File: src/rtl/conv_layer_sequencer_if.sv
// Start/done handshake bundle between the layer sequencer, the layer-config
// registers and the weight-loader / compute / output-writer engines.
interface conv_layer_sequencer_if #(
  parameter int unsigned WIDTH_TILE_CNT = 8
);
  logic                      start;
  logic [WIDTH_TILE_CNT-1:0] cfg_tile_num;
  logic                      busy;
  logic                      layer_done;
  logic                      load_start;
  logic                      load_bank;
  logic [WIDTH_TILE_CNT-1:0] load_tile;
  logic                      load_done;
  logic                      cu_start;
  logic                      cu_bank;
  logic                      cu_done;
  logic                      wb_start;
  logic                      wb_done;
  logic [WIDTH_TILE_CNT-1:0] tile_idx;

  // Sequencer side
  modport master (
    input  start, cfg_tile_num, load_done, cu_done, wb_done,
    output busy, layer_done, load_start, load_bank, load_tile,
           cu_start, cu_bank, wb_start, tile_idx
  );

  // Config registers and engines side
  modport slave (
    output start, cfg_tile_num, load_done, cu_done, wb_done,
    input  busy, layer_done, load_start, load_bank, load_tile,
           cu_start, cu_bank, wb_start, tile_idx
  );
endinterface

File: src/rtl/conv_layer_sequencer.sv
// Convolution layer scheduler: runs weight tiles through load, compute and
// write-back, prefetching the next tile into the idle weight bank.
module conv_layer_sequencer #(
  parameter int unsigned WIDTH_TILE_CNT = 8
) (
  input  logic                   clk,
  input  logic                   rst,
  conv_layer_sequencer_if.master bus
);
  localparam int unsigned W  = WIDTH_TILE_CNT;
  localparam int unsigned WE = WIDTH_TILE_CNT + 1;

  typedef enum logic [2:0] {
    S_IDLE, S_LOAD_FIRST, S_COMPUTE, S_WRITEBACK, S_WAIT_LOAD, S_FINISH
  } state_e;

  state_e         state_q, state_d;
  logic [W-1:0]   cnt_q, cnt_d;
  logic [W-1:0]   tile_idx_q, tile_idx_d;
  logic [W-1:0]   load_tile_q, load_tile_d;
  logic           load_bank_q, load_bank_d;
  logic           cu_bank_q, cu_bank_d;
  logic           load_pend_q, load_pend_d;
  logic           busy_q, busy_d;
  logic           layer_done_q, layer_done_d;
  logic           load_start_q, load_start_d;
  logic           cu_start_q, cu_start_d;
  logic           wb_start_q, wb_start_d;

  logic           enter_cu;
  logic [W-1:0]   enter_tile;
  logic           enter_bank;
  logic [WE-1:0]  cnt_ext;
  logic [WE-1:0]  tile_nxt;
  logic [WE-1:0]  pre_tile;

  // Next-state and registered-output logic
  always_comb begin
    state_d      = state_q;
    cnt_d        = cnt_q;
    tile_idx_d   = tile_idx_q;
    load_tile_d  = load_tile_q;
    load_bank_d  = load_bank_q;
    cu_bank_d    = cu_bank_q;
    load_pend_d  = load_pend_q;
    busy_d       = busy_q;
    layer_done_d = 1'b0;
    load_start_d = 1'b0;
    cu_start_d   = 1'b0;
    wb_start_d   = 1'b0;
    enter_cu     = 1'b0;
    enter_tile   = tile_idx_q;
    enter_bank   = ~cu_bank_q;
    // Extra bit keeps count = 2^W-1 from wrapping in the compares
    cnt_ext      = {1'b0, cnt_q};
    tile_nxt     = {1'b0, tile_idx_q} + WE'(1);
    pre_tile     = '0;

    if (bus.load_done) load_pend_d = 1'b0;

    unique case (state_q)
      S_IDLE: begin
        if (bus.start) begin
          busy_d = 1'b1;
          if (bus.cfg_tile_num == '0) begin
            layer_done_d = 1'b1;
            state_d      = S_FINISH;
          end else begin
            cnt_d        = bus.cfg_tile_num;
            tile_idx_d   = '0;
            cu_bank_d    = 1'b0;
            load_start_d = 1'b1;
            load_bank_d  = 1'b0;
            load_tile_d  = '0;
            load_pend_d  = 1'b1;
            state_d      = S_LOAD_FIRST;
          end
        end
      end
      S_LOAD_FIRST: begin
        if (bus.load_done) begin
          enter_cu   = 1'b1;
          enter_tile = '0;
          enter_bank = 1'b0;
        end
      end
      S_COMPUTE: begin
        if (bus.cu_done) begin
          wb_start_d = 1'b1;
          state_d    = S_WRITEBACK;
        end
      end
      S_WRITEBACK: begin
        if (bus.wb_done) begin
          if (tile_nxt == cnt_ext) begin
            layer_done_d = 1'b1;
            state_d      = S_FINISH;
          end else if (!load_pend_q || bus.load_done) begin
            enter_cu   = 1'b1;
            enter_tile = W'(tile_nxt);
          end else begin
            state_d = S_WAIT_LOAD;
          end
        end
      end
      S_WAIT_LOAD: begin
        if (bus.load_done) begin
          enter_cu   = 1'b1;
          enter_tile = W'(tile_nxt);
        end
      end
      S_FINISH: begin
        busy_d  = 1'b0;
        state_d = S_IDLE;
      end
      default: state_d = S_IDLE;
    endcase

    // Every compute entry prefetches the following tile into the other bank
    if (enter_cu) begin
      state_d    = S_COMPUTE;
      tile_idx_d = enter_tile;
      cu_bank_d  = enter_bank;
      cu_start_d = 1'b1;
      pre_tile   = {1'b0, enter_tile} + WE'(1);
      if (pre_tile < cnt_ext) begin
        load_start_d = 1'b1;
        load_bank_d  = ~enter_bank;
        load_tile_d  = W'(pre_tile);
        load_pend_d  = 1'b1;
      end
    end
  end

  // State and output registers
  always_ff @(posedge clk) begin
    if (rst) begin
      state_q      <= S_IDLE;
      cnt_q        <= '0;
      tile_idx_q   <= '0;
      load_tile_q  <= '0;
      load_bank_q  <= 1'b0;
      cu_bank_q    <= 1'b0;
      load_pend_q  <= 1'b0;
      busy_q       <= 1'b0;
      layer_done_q <= 1'b0;
      load_start_q <= 1'b0;
      cu_start_q   <= 1'b0;
      wb_start_q   <= 1'b0;
    end else begin
      state_q      <= state_d;
      cnt_q        <= cnt_d;
      tile_idx_q   <= tile_idx_d;
      load_tile_q  <= load_tile_d;
      load_bank_q  <= load_bank_d;
      cu_bank_q    <= cu_bank_d;
      load_pend_q  <= load_pend_d;
      busy_q       <= busy_d;
      layer_done_q <= layer_done_d;
      load_start_q <= load_start_d;
      cu_start_q   <= cu_start_d;
      wb_start_q   <= wb_start_d;
    end
  end

  assign bus.busy       = busy_q;
  assign bus.layer_done = layer_done_q;
  assign bus.load_start = load_start_q;
  assign bus.load_bank  = load_bank_q;
  assign bus.load_tile  = load_tile_q;
  assign bus.cu_start   = cu_start_q;
  assign bus.cu_bank    = cu_bank_q;
  assign bus.wb_start   = wb_start_q;
  assign bus.tile_idx   = tile_idx_q;
endmodule

File: src/flat_wrapper.sv
// flat-port wrapper written by rule: the top's interface ports become plain ports
module conv_layer_sequencer_flat 
#(
  parameter int unsigned WIDTH_TILE_CNT = 8
)
  (clk, rst, bus_start, bus_cfg_tile_num, bus_load_done, bus_cu_done, bus_wb_done, bus_busy, bus_layer_done, bus_load_start, bus_load_bank, bus_load_tile, bus_cu_start, bus_cu_bank, bus_wb_start, bus_tile_idx);
  conv_layer_sequencer_if #(.WIDTH_TILE_CNT(WIDTH_TILE_CNT)) bus_i ();
  input  logic clk;
  input  logic rst;
  input wire logic [$bits(bus_i.start)-1:0] bus_start;
  input wire logic [$bits(bus_i.cfg_tile_num)-1:0] bus_cfg_tile_num;
  input wire logic [$bits(bus_i.load_done)-1:0] bus_load_done;
  input wire logic [$bits(bus_i.cu_done)-1:0] bus_cu_done;
  input wire logic [$bits(bus_i.wb_done)-1:0] bus_wb_done;
  output wire logic [$bits(bus_i.busy)-1:0] bus_busy;
  output wire logic [$bits(bus_i.layer_done)-1:0] bus_layer_done;
  output wire logic [$bits(bus_i.load_start)-1:0] bus_load_start;
  output wire logic [$bits(bus_i.load_bank)-1:0] bus_load_bank;
  output wire logic [$bits(bus_i.load_tile)-1:0] bus_load_tile;
  output wire logic [$bits(bus_i.cu_start)-1:0] bus_cu_start;
  output wire logic [$bits(bus_i.cu_bank)-1:0] bus_cu_bank;
  output wire logic [$bits(bus_i.wb_start)-1:0] bus_wb_start;
  output wire logic [$bits(bus_i.tile_idx)-1:0] bus_tile_idx;
  assign bus_i.start = bus_start;
  assign bus_i.cfg_tile_num = bus_cfg_tile_num;
  assign bus_i.load_done = bus_load_done;
  assign bus_i.cu_done = bus_cu_done;
  assign bus_i.wb_done = bus_wb_done;
  assign bus_busy = bus_i.busy;
  assign bus_layer_done = bus_i.layer_done;
  assign bus_load_start = bus_i.load_start;
  assign bus_load_bank = bus_i.load_bank;
  assign bus_load_tile = bus_i.load_tile;
  assign bus_cu_start = bus_i.cu_start;
  assign bus_cu_bank = bus_i.cu_bank;
  assign bus_wb_start = bus_i.wb_start;
  assign bus_tile_idx = bus_i.tile_idx;
  conv_layer_sequencer #(.WIDTH_TILE_CNT(WIDTH_TILE_CNT)) u_core (.clk(clk), .rst(rst), .bus(bus_i));
endmodule
File: config.mk
export PLATFORM = sky130hd
export DESIGN_NAME = conv_layer_sequencer_flat
export DESIGN_NICKNAME = d
export VERILOG_FILES = /design/src/rtl/conv_layer_sequencer_if.sv /design/src/rtl/conv_layer_sequencer.sv /design/src/flat_wrapper.sv
export SDC_FILE = /design/constraint.sdc
export NUM_CORES = 1
export LEC_CHECK = 0
export ABC_AREA = 1
export CAP_MARGIN = 20
export CORE_MARGIN = 5
export CORE_UTILIZATION = 60
export CTS_CLUSTER_SIZE = 25
export DETAILED_ROUTE_END_ITERATION = 16
export DONT_BUFFER_PORTS = 1
export HOLD_SLACK_MARGIN = 0.15
export PLACE_DENSITY = 0.85
export SYNTH_ARGS = -nofsm -noshare
export SYNTH_HDL_FRONTEND = slang
export SYNTH_SLANG_ARGS = --single-unit
File: constraint.sdc
create_clock -name clk -period 4.73 [get_ports clk]
set_input_delay 0.473 -clock clk [delete_from_list [all_inputs] [get_ports clk]]
set_output_delay 0.473 -clock clk [all_outputs]
set_load 0.05 [all_outputs]
==> impl_metrics.toml, run 1 <==
[detailed_routing]
num_vias = 2823
detail_route.vias_per_cell = 6.11
route.detailed.drc = 0
route.detailed.wl_per_inst_um = 16.6
drt_pass_1_iters = 6
initialDrtViolationCount = 265
detail-route-antenna-nets = 0
postRouteWirelength_mm = 7.67

[critical_path]
worst_setup_path_start_kind = "flip-flop"
crit_path_top_delay_cell = "dfxtp_1"
cp_slowest_stage_delay_ns = 0.34
cp_max_fo = 12
worst_path_most_repeated_cell = "nand2_1"
worstSetupPathType = "flip-flop to flip-flop"
required_ns = 4.92
worst-endpoint-arrival_ns = 4.46
worstSetupEndpointType = "flip-flop"

[pwr]
power.density_nw_per_um2 = 688
irDropWorstVdd_mv = 0.457
power.leakage_uw = 0.00136

[sta]
period_utilization_pct = 90.2
report.final.slew_viol_count = 0
maxClockFrequency_mhz = 234
finalWorstSetupSlack_ns = 0.462
worst_margin_pin_slew_ns = 0.813
worst_slew_margin_rel_pct = 45.7
setup_repair_after_global_routing_missed_its_margin = "false"
timing.final.hold_violations = 0
hold_slack_ns = 0.233
clock_skew_ns = 0.0148
period_needed_ns = 4.27
setup_violations = 0
tns_ns = 0

[global_route]
grt.met2_usage_pct = 43.7
busiest_layer_in_global_routing = "met2"
grt_util_met1_pct = 35.9
grt_overflow_total = 0
first_pass_grt_wire_length_mm = 12.1
initial_antenna_violation_count = 0
largest_net_degree_at_the_start_of_global_routing = 30
grt_util_met3_pct = 7.12
gr-usage-all-layers_pct = 28.5
first_global_vias = 2589

[synthesis]
synthesis.instances = 407
ys_ff_latch = 35
synth.cell_area_um2 = 2570
yosys_most_used_dff = "dfxtp_1"
synth.distinct_cells = 36
synth_edf_count = 0
syn-mean-instance-area_um2 = 6.31
number_of_nets_in_the_synthesized_netlist = 431
synth_seq_area_share_pct = 27.3
ys.warnings.count = 0
fraction_of_registers_with_async_set_reset_pct = 0

[floorplan]
die_w_um = 75.4
core.rowCount = 23
die_h_um = 75.4
io_pins = 37
start_util_pct = 62.9
core_area_um2 = 4090
die-area_um2 = 5690

[clock_tree]
max-clock-path-buffers = 2
cts_inserted_buffers = 5
clk_transition_reported_paths_ns = 0.08
clock_tree_from_tritoncts = "done"
clock_tree.root_cell = "clkbuf_8"
h_tree_levels = 2
cts.sinks = 35
ctsHoldBuffers = 0
latest_clock_arrival_within_the_worst_skew_pair_ns = 0.30

[run_status]
status = "finished, final reports clean"

[hold_path]
worstHoldPathType = "input pin to flip-flop"

[place]
detailedPlace.worstSlack_ns = 0.272
port_buffers = 0
detailed_place_hpwl_mm = 5.79
gp_routability_congestion = 1.03

[layout]
antennaDiodeCount = 0
finish.net_count = 435
area_delta_synth_final_pct = 7.21
ratio_of_cells_with_drive_above_1_in_the_final_layout_pct = 11.4

[run]
maxCapViolCount = 0
per-layer routing:
metal | vias to the layer above | routed length, um
li1 | 1349 | -
met1 | 1264 | 2990
met2 | 174 | 3500
met3 | 36 | 810
met4 | 0 | 374
met5 | - | 0
power by group:
| part | internal [uW] | switching (uW) | leakage (uW) | total (uW) |
|---|---|---|---|---|
| combinational | 355 | 762 | 0.00103 | 1120 |
| clock | 103 | 124 | 0.0000412 | 227 |
| sequential | 368 | 182 | 0.000286 | 550 |
| total | 826 | 1070 | 0.00136 | 1890 |
area by class of cell:
type / count / area (um^2)
multi-input cells: 305 / 1620
fillers: 376 / 1330
flip-flops and latches: 35 / 701
inverters: 53 / 199
repair buffers: 11 / 86.3
clock buffers: 6 / 72.6
well taps: 50 / 62.6
clock inverters: 2 / 12.5
worst max-delay path: cells and delay by family (launching register included):
| kind | cells | cell delay, ns |
|---|---|---|
| flip-flops | 1 | 0.34 |
| AO/OA/AOI/OAI | 2 | 0.37 |
| AND/OR/NAND/NOR | 21 | 2.34 |
| XOR/XNOR | 1 | 0.22 |
| adder cells (fa/ha/maj) | 2 | 0.51 |
| buffers and inverters | 3 | 0.36 |
cell usage in the layout (no fill, tap or decap), types with 4 or more instances in the layout:
| master | Yosys | layout |
|---|---|---|
| o32ai_1 | 8 | 8 |
| ha_1 | 10 | 10 |
| inv_1 | 48 | 48 |
| nor2_1 | 29 | 29 |
| xor2_1 | 4 | 4 |
| nand2_1 | 119 | 118 |
| o21ai_0 | 15 | 15 |
| nor3_1 | 4 | 4 |
| clkbuf_8 | 0 | 5 |
| a21oi_1 | 21 | 21 |
| nand3_1 | 40 | 40 |
| nor2_4 | 4 | 4 |
| dfxtp_1 | 35 | 35 |
| a31oi_1 | 6 | 6 |
| nand2_2 | 7 | 8 |
| nand4_1 | 10 | 10 |
| nor2_2 | 8 | 8 |
| buf_4 | 1 | 10 |
timing repair:
item,4_1_cts,5_1_grt
resized for setup,0,5
setup endpoints to repair,0,8
setup buffers,0,0
cell families after synthesis:
family	count (synthesis)	share of synthesized area, %
AOI/OAI and AO/OA	60	14.2
xor gates and xnor gates	5	1.70
adders and majority gates	10	4.87
buffers and inverters	67	10.6
DFF	35	27.3
and+or+nand+nor	230	41.4
sequential cells by signal, indices dropped and copies added, names as in the netlist:
| register | cells |
|---|---|
| u_core.bus.busy | 1 |
| u_core.bus.cu_bank | 1 |
| u_core.bus.cu_start | 1 |
| u_core.bus.layer_done | 1 |
| u_core.bus.load_bank | 1 |
| u_core.bus.load_start | 1 |
| u_core.bus.load_tile | 8 |
| u_core.bus.tile_idx | 8 |
| u_core.bus.wb_start | 1 |
| u_core.cnt_q | 8 |
| u_core.load_pend_q | 1 |
| u_core.state_q | 3 |
through the flow:
| step | instance area [um^2] | cells | power (uW) | utilization, % |
|---|---|---|---|---|
| CTS | 2730 | 462 | 1840 | 66.7 |
| global placement | 2640 | 454 | 1590 | 64.6 |
| detailed placement | 2640 | 454 | 1610 | 64.6 |
| global route | 2760 | 462 | 2030 | 67.4 |
| finish | 2760 | 462 | 1890 | 67.4 |
| floorplan | 2570 | 407 | 1380 | - |
Yosys cell counts, types with 2 or more instances:
| library cell | number | area, um^2 |
|---|---|---|
| o32ai_1 | 8 | 70.1 |
| o21ai_0 | 15 | 75.1 |
| inv_2 | 2 | 7.51 |
| clkbuf_1 | 9 | 33.8 |
| buf_6 | 2 | 22.5 |
| dfxtp_1 | 35 | 701 |
| nand3_1 | 40 | 200 |
| a31oi_1 | 6 | 37.5 |
| nand4_1 | 10 | 62.6 |
| clkinv_1 | 3 | 11.3 |
| nor2_2 | 8 | 50.1 |
| inv_1 | 48 | 180 |
| nor3_1 | 4 | 20.0 |
| ha_1 | 10 | 125 |
| o22ai_1 | 2 | 12.5 |
| a21oi_1 | 21 | 105 |
| nand3_2 | 4 | 40.0 |
| xor2_1 | 4 | 35.0 |
| nor2_1 | 29 | 109 |
| nor4_1 | 3 | 18.8 |
| nor2_4 | 4 | 45.0 |
| buf_2 | 2 | 10.0 |
| nand2_1 | 119 | 447 |
| nand2_2 | 7 | 43.8 |
path summary, 6_finish.rpt:
path	from	endpoint	slack, ns	cells past startpoint
max	u_core.bus.tile_idx[1]	u_core.bus.load_tile[3]	0.46	29
min	rst	u_core.state_q[1]	0.23	1
max reg2reg	u_core.bus.tile_idx[1]	u_core.bus.load_tile[3]	0.46	29
min reg2reg	u_core.cnt_q[1]	u_core.cnt_q[1]	0.49	2
No activity file was read; power rests on OpenSTA's default activity.
==> run 2: changes to the inputs <==
CORE_ASPECT_RATIO = 1.75   (was not set)
==> run 2 against run 1 <==
- worst hold slack improved by 0.018 ns
- core utilization fell by 0.52 points
- clock power rose by 5%
- critical path depth rose by 2
- maximum frequency rose by 0.49%
- largest power group unchanged
==> impl_metrics.toml, run 2 (synthesized netlist as in run 1, its figures left out) <==
[critical_path]
worstSetupPathType = "flip-flop to flip-flop"
cp_slowest_stage_delay_ns = 0.33
ff2ff_setup_slack_ns = 0.48
worstSetupEndpointType = "flip-flop"
required_ns = 4.92
cp_num_buf_inv = 4
cp_max_fo = 12
timing.rr.end = "u_core.bus.load_tile[3]"
critPathTopFamily = "simple AND/OR/NAND/NOR gates"
r2r_start = "u_core.bus.tile_idx[1]"
rr_worst_depth = 31
critical_path_origin = "u_core.bus.tile_idx[1]"
worst-endpoint-arrival_ns = 4.43
worst_setup_path_start_kind = "flip-flop"
worst_path_most_repeated_cell = "nand2_1"
crit_path_top_delay_cell = "dfxtp_1"

[global_route]
initial_antenna_violation_count = 0
largest_net_degree_at_the_start_of_global_routing = 30
first_global_vias = 2746
grt_overflow_total = 0
first_pass_grt_wire_length_mm = 12.5
gr-usage-all-layers_pct = 28.3

[clock_tree]
clock_tree_from_tritoncts = "done"
cts_setup_buffers = 0
ctsHoldBuffers = 0
max-clock-path-buffers = 2
cts.sinks = 35
clk_transition_reported_paths_ns = 0.07
latest_clock_arrival_within_the_worst_skew_pair_ns = 0.29
clock_tree.root_cell = "clkbuf_8"
cts_inserted_buffers = 5
h_tree_levels = 2

[run_status]
status = "finished, final reports clean"

[pwr]
power.share.clock_pct = 12.6
netSwitchingPower_uw = 1030
share_comb_of_total_power_pct = 58.4
irDropWorstVdd_mv = 0.617
power.leakage_uw = 0.00138
power.share.switching_pct = 54.6
pwr-share-seq_pct = 29.0
internal_power_uw = 857
power.density_nw_per_um2 = 681

[floorplan]
core_area_um2 = 4150
die-area_um2 = 5740
start_util_pct = 61.9
die_w_um = 59.5
core.rowCount = 31
io_pins = 37
die_h_um = 96.6

[hold_path]
holdCritStartpoint = "rst"
worstHoldPathType = "input pin to flip-flop"
holdPathStages = 1
hold_worst_path_end = "u_core.bus.load_start"

[layout]
final_common_cell = "nand2_1"
finish.net_count = 436
antennaDiodeCount = 0
layout_common_cells = "nand2_1 (118), inv_1 (48), nand3_1 (40)"
post-route-util_pct = 66.9
area_delta_synth_final_pct = 8.03
ratio_of_cells_with_drive_above_1_in_the_final_layout_pct = 11.6

[run]
maxCapViolCount = 0

[sta]
timing.final.hold_violations = 0
maxClockFrequency_mhz = 235
worst_slew_margin_rel_pct = 44.2
worst_margin_pin_slew_ns = 0.835
tns_ns = 0
setup_violations = 0
period_utilization_pct = 89.8
clock_skew_ns = 0.00734
period_needed_ns = 4.25
report.final.slew_viol_count = 0

[detailed_routing]
initialDrtViolationCount = 158
drt_pass_1_iters = 6
detail_route.vias_per_cell = 5.99
route.detailed.drc = 0
num_vias = 2766
detail-route-antenna-nets = 0
route.detailed.wl_per_inst_um = 16.1
postRouteWirelength_mm = 7.43

[place]
detailed_place_hpwl_mm = 5.76
gp_routability_congestion = 0.953
port_buffers = 0
run 2: cell types whose count changed in the layout (fill, tap and decap cells not counted), sizes merged:
cell / delta
clkbuf: +2
clkinv: -1
buf: +1
clkinvlp: -1
run 2: worst max-delay path by stage:
stage                     cells past startpoint                      end  slack, ns
after floorplan                              31  u_core.bus.load_tile[1]       0.46
after global placement                       29  u_core.bus.load_tile[1]       0.44
after detailed placement                     29  u_core.bus.load_tile[3]       0.29
after CTS                                    29  u_core.bus.load_tile[3]       0.26
after global routing                         32  u_core.bus.load_tile[0]      -0.02
final                                        31  u_core.bus.load_tile[3]       0.48
run 2: what timing repair did:
action,in CTS,in global routing
setup endpoints to repair,0,7
resized for setup,0,5
hold endpoints to repair,0,0
run 2: power by group through the flow:
stage / registers, uW / logic [uW] / clock network, uW
2_1_floorplan: 564 / 811 / 0
3_3_place_gp: 551 / 1020 / 0
3_5_place_dp: 552 / 1040 / 0
4_1_cts: 547 / 1050 / 244
5_1_grt: 557 / 1240 / 259
6_report: 548 / 1100 / 239
run 2: area by class of cell:
cell class	count	area, um^2
fillers	374	1370
repair buffers	12	93.8
clock buffers	8	100
multi-input cells	305	1620
inverters	53	199
flip-flops and latches	35	701
well taps	49	61.3
run 2: stage by stage:
stage / instance area, um^2 / instances / worst slack, ns / total power (uW) / hold slack [ns]
2_1_floorplan: 2570 / 407 / 0.460 / 1380 / 0.454
3_3_place_gp: 2650 / 454 / 0.444 / 1570 / 0.479
3_5_place_dp: 2650 / 454 / 0.286 / 1590 / 0.492
4_1_cts: 2750 / 462 / 0.260 / 1840 / 0.241
5_1_grt: 2780 / 462 / -0.0212 / 2050 / 0.236
6_report: 2780 / 462 / 0.483 / 1890 / 0.251
run 2: routing by layer:
layer / track usage [%] / wire, um
met4: 19.5 / 469
met5: 0 / 0
met2: 48.2 / 3770
met1: 30.7 / 2710
met3: 5.19 / 477
==> run 3: changes to the inputs <==
CTS_BUF_LIST = sky130_fd_sc_hd__clkbuf_16   (was not set)
PLACE_DENSITY = 0.76   (was 0.85)
==> run 3 against run 2 <==
- count of clock-buffer cells in the layout down 3
- sequential power about the same
- worst hold slack better by 0.0041 ns
- final cell count unchanged
- power up 3.6%
- largest power group unchanged
- sequential share of layout area down 0.38 points
- die area unchanged
- critical path type unchanged
- routed wire length up 2.7%
- global-route usage up 0.62 points
- setup slack worse by 0.018 ns
==> impl_metrics.toml, run 3 (synthesized netlist as in run 1, its figures left out) <==
[critical_path]
worst-endpoint-arrival_ns = 4.44
crit_path_top_delay_cell = "dfxtp_1"
worst_setup_path_start_kind = "flip-flop"
critical_path_origin = "u_core.bus.tile_idx[0]"
cp_slowest_stage_delay_ns = 0.33
r2r_start = "u_core.bus.tile_idx[0]"
cp_max_fo = 12
worst_path_most_repeated_cell = "nand2_1"
worstSetupEndpointType = "flip-flop"
required_ns = 4.90
worstSetupPathType = "flip-flop to flip-flop"

[clock_tree]
cts_setup_buffers = 0
cts_inserted_buffers = 5
clk_transition_reported_paths_ns = 0.05
cts.sinks = 35
latest_clock_arrival_within_the_worst_skew_pair_ns = 0.28
clock_tree_from_tritoncts = "done"
clock_tree.root_cell = "clkbuf_16"
ctsHoldBuffers = 0
max-clock-path-buffers = 2
h_tree_levels = 2

[layout]
finalInstanceArea_um2 = 2820
layout_common_cells = "nand2_1 (118), inv_1 (49), nand3_1 (40)"
finalNonFillerCells = 462
final_common_cell = "nand2_1"
multiInputGateArea_um2 = 1630
nFillCells = 392
finish.net_count = 436
layout.area.seq_um2 = 701
ratio_of_cells_with_drive_above_1_in_the_final_layout_pct = 12.1
antennaDiodeCount = 0
area_delta_synth_final_pct = 9.69

[floorplan]
die_w_um = 59.5
core_area_um2 = 4150
die-area_um2 = 5740
io_pins = 37
die_h_um = 96.6
core.rowCount = 31
start_util_pct = 61.9

[place]
gp_routability_congestion = 1.01
detailed_place_hpwl_mm = 5.94
port_buffers = 0
dpl.cell_count = 454
detailedPlace.worstSlack_ns = 0.323
post_place_instance_area_um2 = 2650

[sta]
worst_slew_margin_rel_pct = 48.0
clock_skew_ns = 0.00401
maxClockFrequency_mhz = 234
finalWorstSetupSlack_ns = 0.465
worst_margin_pin_slew_ns = 0.778
timing.final.hold_violations = 0
report.final.slew_viol_count = 0
setup_violations = 0
tns_ns = 0
period_needed_ns = 4.27
period_utilization_pct = 90.2
setup_repair_after_global_routing_missed_its_margin = "false"

[run_status]
status = "finished, final reports clean"

[global_route]
largest_net_degree_at_the_start_of_global_routing = 30
gr-usage-all-layers_pct = 28.9
first_pass_grt_wire_length_mm = 12.5
first_global_vias = 2633
grt_overflow_total = 0
initial_antenna_violation_count = 0

[detailed_routing]
drt_pass_1_iters = 6
route.detailed.drc = 0
num_vias = 2749
postRouteWirelength_mm = 7.64
route.detailed.wl_per_inst_um = 16.5
detail-route-antenna-nets = 0
detail_route.vias_per_cell = 5.95
initialDrtViolationCount = 173

[pwr]
power_uw = 1960
power.leakage_uw = 0.00139
power.density_nw_per_um2 = 695
irDropWorstVdd_mv = 0.561

[run]
maxCapViolCount = 0

[hold_path]
worstHoldPathType = "input pin to flip-flop"
holdCritStartpoint = "rst"
-- run 3: worst max-delay path, delay by kind of cell, from the launching register on --
kind                     cells  cell delay, ns
XOR/XNOR                     1            0.22
adder cells (fa/ha/maj)      2            0.46
AO/OA/AOI/OAI                2            0.36
AND/OR/NAND/NOR             19            2.16
buffers and inverters        5            0.62
flip-flops                   1            0.33
-- run 3: per-stage QoR --
| stage | util, % | hold slack [ns] |
|---|---|---|
| 3_5_place_dp | 63.8 | 0.485 |
| 3_3_place_gp | 63.8 | 0.475 |
| 4_1_cts | 67.2 | 0.252 |
| 2_1_floorplan | - | 0.454 |
| 5_1_grt | 67.9 | 0.248 |
| 6_report | 67.9 | 0.255 |
-- run 3: per-layer routing --
| metal | GRT usage, % | wire [um] |
|---|---|---|
| met4 | 15.1 | 381 |
| met1 | 30.5 | 2770 |
| met2 | 52.2 | 3960 |
| met3 | 5.72 | 524 |
| met5 | 0 | 0 |
-- run 3: area by class of cell --
cell class / count / share of cell area, %
timing repair buffer: 12 / 3.20
tap: 49 / 2.17
multi-input combinational: 305 / 57.7
inverter: 53 / 7.06
sequential: 35 / 24.9
clock buffer: 5 / 4.44
clock inverter: 3 / 0.577
-- run 3: where the power goes --
group          internal [uW]  total (uW)  switching [uW]
sequential               369         547             178
clock                    192         313             121
combinational            350        1100             747
total                    911        1960            1050
-- run 3: worst paths after layout --
path / slack, ns / cells after the start / end
setup reg to reg: 0.46 / 29 / u_core.bus.load_tile[3]
setup / recovery: 0.46 / 29 / u_core.bus.load_tile[3]
hold / removal: 0.25 / 1 / u_core.cnt_q[3]
hold reg to reg: 0.50 / 2 / u_core.cnt_q[3]
-- run 3: repair_timing --
action,CTS,global route
endpoints found under the setup margin,0,11
hold endpoints to repair,0,0
resized for setup,0,6
